**src/rtl/display_share_ctrl_if.sv**
```systemverilog
// Requester / panel bus of the shared 7-segment display arbiter.
// The master side drives requests and values; the slave side drives grants and the panel.
interface display_share_ctrl_if;
  logic        req_a, req_b;
  logic [12:0] value_a, value_b;
  logic        grant_a, grant_b;
  logic [3:0]  Anode;
  logic [6:0]  LED_out;
  logic        busy;

  modport master (
    output req_a, req_b, value_a, value_b,
    input  grant_a, grant_b, Anode, LED_out, busy
  );
  modport slave (
    input  req_a, req_b, value_a, value_b,
    output grant_a, grant_b, Anode, LED_out, busy
  );
endinterface

```
**src/rtl/display_share_ctrl.sv**
```systemverilog
// Round-robin sharing of one 4-digit 7-segment panel between two requesters.
// The owner's 13-bit value is converted to BCD serially (double dabble) and then scanned out.
module display_share_ctrl #(
  parameter int REFRESH_BITS = 20,
  parameter int DWELL_CYCLES = 100_000_000
) (
  input  logic                 clk,
  input  logic                 rst_n,
  display_share_ctrl_if.slave  bus
);

  localparam int DW = $clog2(DWELL_CYCLES);

  typedef enum logic [1:0] {IDLE, CONVERT, SHOW} state_t;

  state_t                  state;
  logic [REFRESH_BITS-1:0] scan_cnt;
  logic [DW-1:0]           dwell;
  logic                    last_b;
  logic [12:0]             bin_sh;
  logic [14:0]             bcd_sh;
  logic [3:0]              bit_cnt;
  logic [3:0][3:0]         digits;

  logic [14:0] bcd_adj;
  logic [28:0] dd_next;
  logic        owner_drop, dwell_end, evaluate, win_a, win_b, nxt_idle;
  logic [1:0]  sel;

  function automatic logic [6:0] seg7(input logic [3:0] d);
    case (d)
      4'd0:    seg7 = 7'b0000001;
      4'd1:    seg7 = 7'b1001111;
      4'd2:    seg7 = 7'b0010010;
      4'd3:    seg7 = 7'b0000110;
      4'd4:    seg7 = 7'b1001100;
      4'd5:    seg7 = 7'b0100100;
      4'd6:    seg7 = 7'b0100000;
      4'd7:    seg7 = 7'b0001111;
      4'd8:    seg7 = 7'b0000000;
      4'd9:    seg7 = 7'b0000100;
      default: seg7 = 7'b0000001;
    endcase
  endfunction

  // The thousands nibble never reaches 5 before the last shift (8191 < 10000),
  // so only the lower three nibbles need the add-3 correction.
  always_comb begin
    bcd_adj = bcd_sh;
    for (int i = 0; i < 3; i++) begin
      if (bcd_sh[i*4 +: 4] >= 4'd5) bcd_adj[i*4 +: 4] = bcd_sh[i*4 +: 4] + 4'd3;
    end
    dd_next = {bcd_adj, bin_sh, 1'b0};
  end

  // One arbiter serves IDLE, dwell expiry and owner drop: a dropped owner has req low,
  // so the tie rule can never hand the display back to it.
  always_comb begin
    owner_drop = (bus.grant_a && !bus.req_a) || (bus.grant_b && !bus.req_b);
    dwell_end  = (dwell == DW'(DWELL_CYCLES - 1));
    evaluate   = (state == IDLE) || ((state == SHOW) && (owner_drop || dwell_end));
    win_a      = bus.req_a && (!bus.req_b || last_b);
    win_b      = bus.req_b && (!bus.req_a || !last_b);
    nxt_idle   = (state == IDLE || state == SHOW) && evaluate && !win_a && !win_b;
  end

  assign sel = scan_cnt[REFRESH_BITS-1 -: 2];

  always_ff @(posedge clk or negedge rst_n) begin
    if (!rst_n) begin
      state       <= IDLE;
      scan_cnt    <= '0;
      dwell       <= '0;
      last_b      <= 1'b1;
      bin_sh      <= '0;
      bcd_sh      <= '0;
      bit_cnt     <= '0;
      digits      <= '0;
      bus.grant_a <= 1'b0;
      bus.grant_b <= 1'b0;
      bus.busy    <= 1'b0;
      bus.Anode   <= 4'hF;
      bus.LED_out <= 7'h7F;
    end else begin
      scan_cnt <= scan_cnt + 1'b1;

      // Panel blanks only in IDLE; CONVERT keeps scanning the previous digits.
      if (nxt_idle) begin
        bus.Anode   <= 4'hF;
        bus.LED_out <= 7'h7F;
      end else begin
        bus.Anode   <= ~(4'b1000 >> sel);
        bus.LED_out <= seg7(digits[~sel]);
      end

      case (state)
        CONVERT: begin
          {bcd_sh, bin_sh} <= dd_next[27:0];
          bit_cnt          <= bit_cnt + 4'd1;
          if (bit_cnt == 4'd12) begin
            digits   <= dd_next[28:13];
            bus.busy <= 1'b0;
            dwell    <= '0;
            state    <= SHOW;
          end
        end
        IDLE, SHOW: begin
          if (evaluate) begin
            dwell       <= '0;
            bus.grant_a <= win_a;
            bus.grant_b <= win_b;
            if (win_a || win_b) begin
              last_b   <= win_b;
              bin_sh   <= win_a ? bus.value_a : bus.value_b;
              bcd_sh   <= '0;
              bit_cnt  <= '0;
              bus.busy <= 1'b1;
              state    <= CONVERT;
            end else begin
              state <= IDLE;
            end
          end else begin
            dwell <= dwell + 1'b1;
          end
        end
        default: begin
          state       <= IDLE;
          bus.grant_a <= 1'b0;
          bus.grant_b <= 1'b0;
          bus.busy    <= 1'b0;
        end
      endcase
    end
  end

endmodule

```
**src/flat_wrapper.sv**
```systemverilog
// flat-port wrapper written by rule: the top's interface ports become plain ports
module display_share_ctrl_flat 
#(
  parameter int REFRESH_BITS = 20,
  parameter int DWELL_CYCLES = 100_000_000
)
  (clk, rst_n, bus_req_a, bus_req_b, bus_value_a, bus_value_b, bus_grant_a, bus_grant_b, bus_Anode, bus_LED_out, bus_busy);
  display_share_ctrl_if bus_i ();
  input  logic clk;
  input  logic rst_n;
  input wire logic [$bits(bus_i.req_a)-1:0] bus_req_a;
  input wire logic [$bits(bus_i.req_b)-1:0] bus_req_b;
  input wire logic [$bits(bus_i.value_a)-1:0] bus_value_a;
  input wire logic [$bits(bus_i.value_b)-1:0] bus_value_b;
  output wire logic [$bits(bus_i.grant_a)-1:0] bus_grant_a;
  output wire logic [$bits(bus_i.grant_b)-1:0] bus_grant_b;
  output wire logic [$bits(bus_i.Anode)-1:0] bus_Anode;
  output wire logic [$bits(bus_i.LED_out)-1:0] bus_LED_out;
  output wire logic [$bits(bus_i.busy)-1:0] bus_busy;
  assign bus_i.req_a = bus_req_a;
  assign bus_i.req_b = bus_req_b;
  assign bus_i.value_a = bus_value_a;
  assign bus_i.value_b = bus_value_b;
  assign bus_grant_a = bus_i.grant_a;
  assign bus_grant_b = bus_i.grant_b;
  assign bus_Anode = bus_i.Anode;
  assign bus_LED_out = bus_i.LED_out;
  assign bus_busy = bus_i.busy;
  display_share_ctrl #(.REFRESH_BITS(REFRESH_BITS), .DWELL_CYCLES(DWELL_CYCLES)) u_core (.clk(clk), .rst_n(rst_n), .bus(bus_i));
endmodule
```
**config.mk**
```make
export PLATFORM = sky130hd
export DESIGN_NAME = display_share_ctrl_flat
export DESIGN_NICKNAME = d
export VERILOG_FILES = /design/src/rtl/display_share_ctrl_if.sv /design/src/rtl/display_share_ctrl.sv /design/src/flat_wrapper.sv
export SDC_FILE = /design/constraint.sdc
export NUM_CORES = 1
export LEC_CHECK = 0
export BUFFER_PORTS_ARGS = -buffer_cell sky130_fd_sc_hd__clkbuf_2
export CAP_MARGIN = 10
export CORE_MARGIN = 4
export CORE_UTILIZATION = 25
export CTS_CLUSTER_SIZE = 8
export DETAILED_ROUTE_END_ITERATION = 10
export GPL_ROUTABILITY_DRIVEN = 0
export GPL_TIMING_DRIVEN = 0
export SYNTH_ARGS = -nofsm -noshare
export SYNTH_HDL_FRONTEND = slang
export SYNTH_SLANG_ARGS = --single-unit
```
**constraint.sdc**
```tcl
create_clock -name clk -period 2 [get_ports clk]
set_input_delay 0.2 -clock clk [delete_from_list [all_inputs] [get_ports clk]]
set_output_delay 0.2 -clock clk [all_outputs]
set_load 0.05 [all_outputs]
```
**After elaboration in Yosys (flattened, before gate mapping)**

Memories as Yosys holds them, arrays and structs flattened.
Index checks and enable logic that the tools add are counted.

- Equal/unequal tests: 7
- Shifts and indexed selects: 1
- Multiplexer cells: 32
- Add/sub/neg operators: 6
- $lt $le $gt $ge: 4
- Bitwise gates (word level): 3
- Reductions and logical operators: 30

Operators with widths:

| kind | count |
|---|---|
| $mux W27 | 2 |
| $pmux W27 S2 | 1 |
| $mux W13 | 3 |
| $mux W15 | 2 |
| $pmux W15 S2 | 1 |
| $mux W4 | 7 |
| $add A27 B1 Y27 const B | 1 |
| $eq A27 B27 Y1 const B | 1 |
| $pmux W13 S2 | 1 |
| $add A20 B1 Y20 const B | 1 |
| $add A4 B2 Y4 const B | 3 |
| $ge A4 B3 Y1 const B | 3 |
| $reduce_and A3 Y1 | 3 |
| $bmux W4 S2 | 1 |
| $logic_and A1 B1 Y1 | 8 |
| $pmux W4 S2 | 1 |
| $reduce_and A2 Y1 | 4 |
| $logic_or A1 B1 Y1 | 7 |
| $mux W7 | 1 |
| $mux W1 | 6 |
| $ne A2 B1 Y1 const B | 3 |
| $pmux W1 S2 | 3 |
| $logic_not A1 Y1 | 5 |
| $add A4 B1 Y4 const B | 1 |
| 13 further kinds | 14 |

- Memories kept: 1
- Input port bits: 30
- ROM bits: 112
- Logic and storage cells: 100
- Flip-flop bits (word level): 112

Memory list:

| name | depth | width | rd ports | clocked after memory_dff | wr ports | RTL line | RTL |
|---|---|---|---|---|---|---|---|
| (name not given) | 16 | 7 | 1 | 0 | 0 | display_share_ctrl.sv:31 | `case (d)` |

**Longest topological paths before layout**

Gate-level depths: netlist of the first run.

- Depth in word-level cells: 10
- Depth in mapped cells: 8
- Depth with buffers taken out: 7

**Worst setup path before layout of the first run**

No wires, ideal clock.

- Kind: flip-flop to flip-flop
- Start: reg u_core.dwell[9]
- End: reg u_core.bin_sh[10]
- Period minus slack after synthesis: 2,020 ps
- Path buffers: 1
- Stages on the path, launching flop included: 7
- Required time: 1,875 ps
- Path slack: -20 ps
- Data arrival time: 1,895 ps
- Library setup time: 125 ps
- Cell sequence: dfrtp_1 > or4_4 > nor3_4 > a21o_4 > a21o_4 > buf_12 > mux2_4

- Word-level cells in the longest chain between the ends: 6

RTL lines:

| element | RTL line | RTL |
|---|---|---|
| start: declaration | display_share_ctrl.sv:18 | `logic [DW-1:0] dwell;` |
| start signal: assignment | display_share_ctrl.sv:123 | `dwell <= dwell + 1'b1;` |
| $eq A27 B27 Y1 | display_share_ctrl.sv:60 | `dwell_end = (dwell == DW'(DWELL_CYCLES - 1));` |
| $logic_or A1 B1 Y1 | display_share_ctrl.sv:61 | `evaluate = (state == IDLE) \|\| ((state == SHOW) && (owner_drop \|\| dwell_end));` |
| $logic_and A1 B1 Y1 | display_share_ctrl.sv:61 |  |
| $logic_or A1 B1 Y1 | display_share_ctrl.sv:61 |  |
| $ne A2 B1 Y1 (no source line) | -- |  |
| $reduce_and A3 Y1 (no source line) | -- |  |
| end signal: assignment | display_share_ctrl.sv:98 | `{bcd_sh, bin_sh} <= dd_next[27:0];` |
| end signal: assignment | display_share_ctrl.sv:114 | `bin_sh <= win_a ? bus.value_a : bus.value_b;` |
| end: declaration | display_share_ctrl.sv:20 | `logic [12:0] bin_sh;` |

Every way passes these cells.
A chain may end at the register's enable or synchronous reset.

**Final worst setup path of the first run**

- Start: reg u_core.dwell[9]
- End: reg u_core.bin_sh[12]

Same word-level chain as after synthesis.

==> results of run 1 <==
per-layer routing:
layer	vias to the layer above	wire length (microns)	track usage [%]
met4	0	68	2.58
met5	-	0	0
li1	2017	-	-
met2	96	5420	14.7
met1	1970	6050	14.3
met3	6	673	2.65
worst max-delay path, stage by stage (launching register included):
cell and delay [ns]:
dfrtp_1 0.39, or4_4 0.55, nor3_4 0.21, a21o_4 0.18, a21o_4 0.16, clkbuf_16 0.16
mux2_4 0.29
flip-flops by register name (all words and copies together), names as in the netlist:
name                count
u_core.bus.grant_a      1
u_core.bus.Anode        4
u_core.bin_sh          13
u_core.bus.LED_out      7
u_core.dwell           27
u_core.bit_cnt          4
u_core.bus.grant_b      1
u_core.last_b           1
u_core.bcd_sh          15
u_core.digits          16
u_core.bus.busy         1
u_core.scan_cnt        20
u_core.state            2
final cells by class:
class,count,area share [%]
Clock inverter,5,0.681
Buffer,19,2.01
Inverter,25,1.38
Multi-Input combinational cell,377,39.3
Clock buffer,11,3.74
Sequential cell,112,41.5
Timing Repair Buffer,63,6.31
Tap cell,280,5.15
timing repair:
item                                    4_1_cts  5_1_grt
gates cloned                                  0        2
endpoints found under the setup margin       73       76
hold buffers                                  1        0
hold endpoints to repair                    100        0
resized for setup                            11       28
setup buffers                                 7        9
pin swaps                                     5       10
power groups by stage:
stage | registers (mW) | logic, mW | clock network (mW)
global route | 3.28 | 3.54 | 1.96
global placement | 3.24 | 2.90 | 0
floorplan | 3.41 | 2.02 | 0
finish | 3.21 | 3.17 | 1.82
detailed placement | 3.25 | 2.96 | 0
CTS | 3.22 | 3.03 | 1.88
layout by cell type, fill, tap and decap left out, drive strengths merged, types with 19 or more instances in the layout:
cell type    n
nand3       19
clkbuf      66
nor2        45
mux2i       19
nand4       19
buf         26
xor2        24
nand2       65
xnor2       24
inv         27
dfrtp      100
o21ai       43
worst paths after layout:
check	startpoint	to	slack, ns	cells after the start
min in group asynchronous	rst_n	u_core.scan_cnt[18]$_DFF_PN0_	0.47	3
max	u_core.dwell[9]$_DFFE_PN0P_	u_core.bin_sh[12]$_DFFE_PN0P_	-0.05	6
max in group asynchronous	rst_n	u_core.bin_sh[8]$_DFFE_PN0P_	1.04	3
max reg2reg	u_core.dwell[9]$_DFFE_PN0P_	u_core.bin_sh[12]$_DFFE_PN0P_	-0.05	6
min reg2reg	u_core.scan_cnt[17]$_DFF_PN0_	u_core.scan_cnt[17]$_DFF_PN0_	0.47	1
min	bus_value_a[0]	u_core.bin_sh[0]$_DFFE_PN0P_	0.16	3
logic make-up after synthesis:
group                      after synthesis  share of synthesized area, %
and+or+nand+nor                        191                          16.9
DFF                                    112                          50.2
AOI/OAI and AO/OA                       88                          10.3
xor gates and xnor gates                48                          7.49
buffers and inverters                   45                          3.74
muxes                                   36                          8.27
adders and majority gates               14                          3.12
metrics by stage:
| stage | hold WS (ns) | util (%) |
|---|---|---|
| final | 0.161 | 31.0 |
| after global routing | 0.171 | 31.0 |
| after CTS | 0.162 | 30.1 |
| after detailed placement | 0.332 | 28.3 |
| after global placement | 0.451 | 28.1 |
| after floorplan | -0.0956 | - |
==> flow_metrics.tcl, run 1 <==
set metrics [dict create \
    start_util_pct 25.6 \
    avgSynthCellArea_sq_um 10.5 \
    numPortBuffers 43 \
    skew_ns 0.0134 \
    synth-seq-cells 112 \
    syn_inst 534 \
    dpl_cell_area_sq_mm 0.00621 \
    fin_ws_ns -0.0519 \
    cp.required_ns 2.24 \
    maxCapViolCount 0 \
    syn_to_final_growth_pct 21.2 \
    cts_root_buf "clkbuf_16" \
    maxSlewHeadroom_pct 56.9 \
    numCtsBuffers 9 \
    antenna_cells 0 \
    switchingPower_mw 3.03 \
    insertion_delay_ns 0.35 \
    grt_max_degree 113 \
    multi_input_area_sq_mm 0.00267 \
    violations "setup timing" \
    intPower_mw 5.16 \
    syn_area_sq_mm 0.00561 \
    viasPerCell 4.58 \
    swShare_pct 37.0 \
    grt_pass1_wl_mm 20.1 \
    p_total_mw 8.19 \
    first_pass_iters 4 \
    drv_slew 0 \
    rsz0062_at_grt "true" \
    async_flop_share_pct 100 \
    path_max_fanout 5 \
    yosysUniqueCellTypes 56 \
    ios 44 \
    critPathArrivalTime_ns 2.29 \
    fillers 2241 \
    synth_edf_count 0 \
    cts.sinks 112 \
    synth_top_area_share_pct 44.6 \
    rows 54 \
    startpoint_type "register" \
    setup_tns_ns -0.373 \
    tightest_slew_ns 0.644 \
    fin_area_sq_mm 0.00680 \
    grt_pass1_vias 3982 \
    die_w_microns 158 \
    routed_wirelength_mm 12.2 \
    grt_overflow 0 \
    nets 651 \
    final_cells 892 \
    drc 0 \
    yosys-top-cells-count "100 x dfrtp_1, 65 x nand2_1, 45 x nor2_1" \
    dieArea_sq_mm 0.0249 \
    path_class "register to register" \
    antenna_found_initial 0 \
    combPwrFrac_pct 38.7 \
    peakVddDrop_mv 0.530 \
    final-setup-viol-count 12 \
    p_seq_share_pct 39.2 \
    yosysMostFrequentCell "dfrtp_1" \
    drt_iter0_markers 269 \
    cp-end-kind "register" \
    finalHoldViolCount 0 \
    clkPwrFrac_pct 22.2 \
    ff_latch_area_sq_mm 0.00282 \
    hold_path_class "primary input to register" \
    fin_crit_sh_pct 103 \
    cts_buffer_depth 2 \
    final_antenna_net_count 0 \
    place_hpwl_mm 8.29 \
    status "complete, but fails checks" \
    postSynthNetCount 578 \
    drive_above_1_share_pct 23.2 \
    period_minus_slack_ns 2.05 \
    leakagePower_nw 3.05 \
    max_freq_ghz 0.487 \
    synth_flop_cell "dfrtp_1" \
    yosysTopAreaCell "dfrtp_1" \
    p_per_area_mw_per_mm2 1200 \
    clkTransAtPathRegs_ns 0.07 \
    yosysSeqAreaShare_pct 50.2 \
    cts_tree "built" \
    wire_per_inst_microns 13.7 \
    h-tree-depth 3 \
    core-area_sq_mm 0.0220 \
    track_usage_pct 9.91 \
    post-place-ws_ns -0.186 \
    synth.area.top_cells "dfrtp_1 45%, dfstp_2 5.6%, nand2_1 4.3%" \
    dp.cells 858 \
    vias 4089 \
    die_h_microns 158 \
    yosysWarnings 0 \
]
Note: power is estimated with default switching activity, not from simulation.
==> run 2: changes to the inputs <==
==> constraint.sdc (replaced) <==
create_clock -name clk -period 2 [get_ports clk]
set_input_delay 0.4 -clock clk [delete_from_list [all_inputs] [get_ports clk]]
set_output_delay 0.4 -clock clk [all_outputs]
set_load 0.05 [all_outputs]
==> run 2 against run 1 <==
Against the previous run:
- the run still ends with setup timing left
- cell count fell by 0.11%
- clock power hardly changed
- critical path depth is the same
- flip-flop and latch count is the same
- total power about the same
- clock skew up 0.0031 ns
- sequential share of layout area is 0.061 points higher
- sequential power barely moved
- combinational power about the same
- core utilization is essentially flat
- critical path type unchanged
- critical endpoint unchanged
==> flow_metrics.tcl, run 2 (synthesized netlist as in run 1, its figures left out) <==
set metrics [dict create \
    track_usage_pct 9.91 \
    status "complete, but fails checks" \
    final_util_pct 30.9 \
    vias 4060 \
    core-area_sq_mm 0.0220 \
    path_class "register to register" \
    critPathSlowestCell "or4_4" \
    p_per_area_mw_per_mm2 1210 \
    hold_path_class "primary input to async pin" \
    leakagePower_nw 3.05 \
    swShare_pct 36.9 \
    combPwrFrac_pct 38.7 \
    final_antenna_net_count 0 \
    fillers 2241 \
    dp.cells 858 \
    mostFrequentLayoutCells "99 x dfrtp_1, 64 x nand2_1, 44 x nor2_1, 44 x clkbuf_2, 41 x o21ai_0" \
    finalHoldViolCount 0 \
    skew_ns 0.0164 \
    insertion_delay_ns 0.36 \
    top_register "u_core.dwell" \
    syn_to_final_growth_pct 21.0 \
    antenna_found_initial 0 \
    fin_ws_ns -0.0484 \
    grt_max_degree 113 \
    routed_wirelength_mm 12.2 \
    cts_tree "built" \
    largest_reg_flops 27 \
    numCtsBuffers 9 \
    peakVddDrop_mv 0.526 \
    grt_pass1_vias 3976 \
    switchingPower_mw 3.02 \
    cp-end-kind "register" \
    wire_per_inst_microns 13.7 \
    drc 0 \
    cts.sinks 112 \
    clkPwrFrac_pct 22.2 \
    start_util_pct 25.6 \
    cts_buffer_depth 2 \
    dieArea_sq_mm 0.0249 \
    crit_top_cell "a21o_4" \
    maxCapViolCount 0 \
    layout_commonest_cell "dfrtp_1" \
    cp_slowest_stage_delay_ns 0.55 \
    tightest_slew_ns 0.641 \
    critPathArrivalTime_ns 2.28 \
    final-setup-viol-count 12 \
    rows 54 \
    startpoint_type "register" \
    grt_pass1_wl_mm 20.1 \
    p_seq_share_pct 39.2 \
    numPortBuffers 43 \
    max_freq_ghz 0.488 \
    post-place-ws_ns -0.386 \
    die_h_microns 158 \
    ios 44 \
    rsz0062_at_grt "true" \
    drv_slew 0 \
    maxSlewHeadroom_pct 57.1 \
    nets 650 \
    fin_crit_sh_pct 102 \
    p_total_mw 8.19 \
    final_cells 891 \
    place_hpwl_mm 8.29 \
    drt_iter0_markers 258 \
    path_max_fanout 5 \
    violations "setup timing" \
    antenna_cells 0 \
    viasPerCell 4.56 \
    clkTransAtPathRegs_ns 0.07 \
    drive_above_1_share_pct 23.2 \
    intPower_mw 5.16 \
    cp.required_ns 2.24 \
    cts_root_buf "clkbuf_16" \
    holdBufCountCts 0 \
    reg_top3 "u_core.dwell: 27 flops, u_core.scan_cnt: 20 flops, u_core.digits: 16 flops" \
    period_minus_slack_ns 2.05 \
    first_pass_iters 4 \
    die_w_microns 158 \
    cp_cell_sequence "or4_4 -> nor3_4 -> a21o_4 -> a21o_4 -> clkbuf_16 -> mux2_4" \
    h-tree-depth 3 \
    grt_overflow 0 \
]
-- run 2: cell count changes in the layout (fill, tap and decap cells not counted) --
cell	change
dlygate4sd3_1	-1
-- run 2: cell type report --
class	count	area [sq um]	share of cell area [%]
multi-input cells	377	2670	39.3
inverters	25	93.8	1.38
repair buffers	62	419	6.17
clock inverters	5	46.3	0.682
well taps	280	350	5.16
flip-flops and latches	112	2820	41.5
plain buffers	19	136	2.01
clock buffers	11	254	3.74
-- run 2: worst max-delay path, delay by kind of cell, from the launching register on --
family | cells | cell delay (ns)
AOI/OAI and AO/OA | 2 | 0.34
and+or+nand+nor | 2 | 0.76
buffers and inverters | 1 | 0.16
muxes | 1 | 0.29
DFF | 1 | 0.39
-- run 2: power by group through the flow --
stage,Sequential (mW),Combinational [mW],Clock (mW)
2_1_floorplan,3.41,2.02,0
3_3_place_gp,3.24,2.90,0
3_5_place_dp,3.25,2.96,0
4_1_cts,3.22,3.03,1.88
5_1_grt,3.28,3.54,1.96
6_report,3.21,3.16,1.82
-- run 2: per-stage QoR --
step	cell area (sq um)	hold WS, ns	TNS [ns]
floorplan	5610	0.104	0
global placement	6180	0.451	-130.11
detailed placement	6210	0.454	-7.89
CTS	6600	0.148	-1.32
global route	6790	0.149	-1.40
finish	6790	0.0839	-0.324
-- run 2: metal layers --
| layer | share of wire [%] | GRT usage, % | vias up |
|---|---|---|---|
| met4 | 0.56 | 2.58 | 0 |
| li1 | - | - | 2015 |
| met5 | 0 | 0 | - |
| met1 | 50 | 14.3 | 1953 |
| met2 | 44 | 14.7 | 86 |
| met3 | 5.1 | 2.65 | 6 |
-- run 2: final timing paths --
kind                                          startpoint                             to  slack (ns)  depth (start not counted)
max                          u_core.dwell[9]$_DFFE_PN0P_  u_core.bin_sh[12]$_DFFE_PN0P_       -0.05                          6
min                                                rst_n  u_core.scan_cnt[18]$_DFF_PN0_        0.08                          2
max reg2reg                  u_core.dwell[9]$_DFFE_PN0P_  u_core.bin_sh[12]$_DFFE_PN0P_       -0.05                          6
min reg2reg                u_core.scan_cnt[17]$_DFF_PN0_  u_core.scan_cnt[17]$_DFF_PN0_        0.47                          1
max in group asynchronous                          rst_n   u_core.dwell[11]$_DFFE_PN0P_        1.41                          2
min in group clk                          bus_value_a[0]   u_core.bin_sh[0]$_DFFE_PN0P_        0.36                          3
-- run 2: repair_timing --
| action | 4_1_cts | 5_1_grt |
|---|---|---|
| gates cloned | 0 | 2 |
| pin swaps | 5 | 10 |
| gates resized for setup | 11 | 28 |
| buffers inserted | 7 | 9 |
| setup endpoints to repair | 73 | 76 |
| hold endpoints to repair | 0 | 0 |
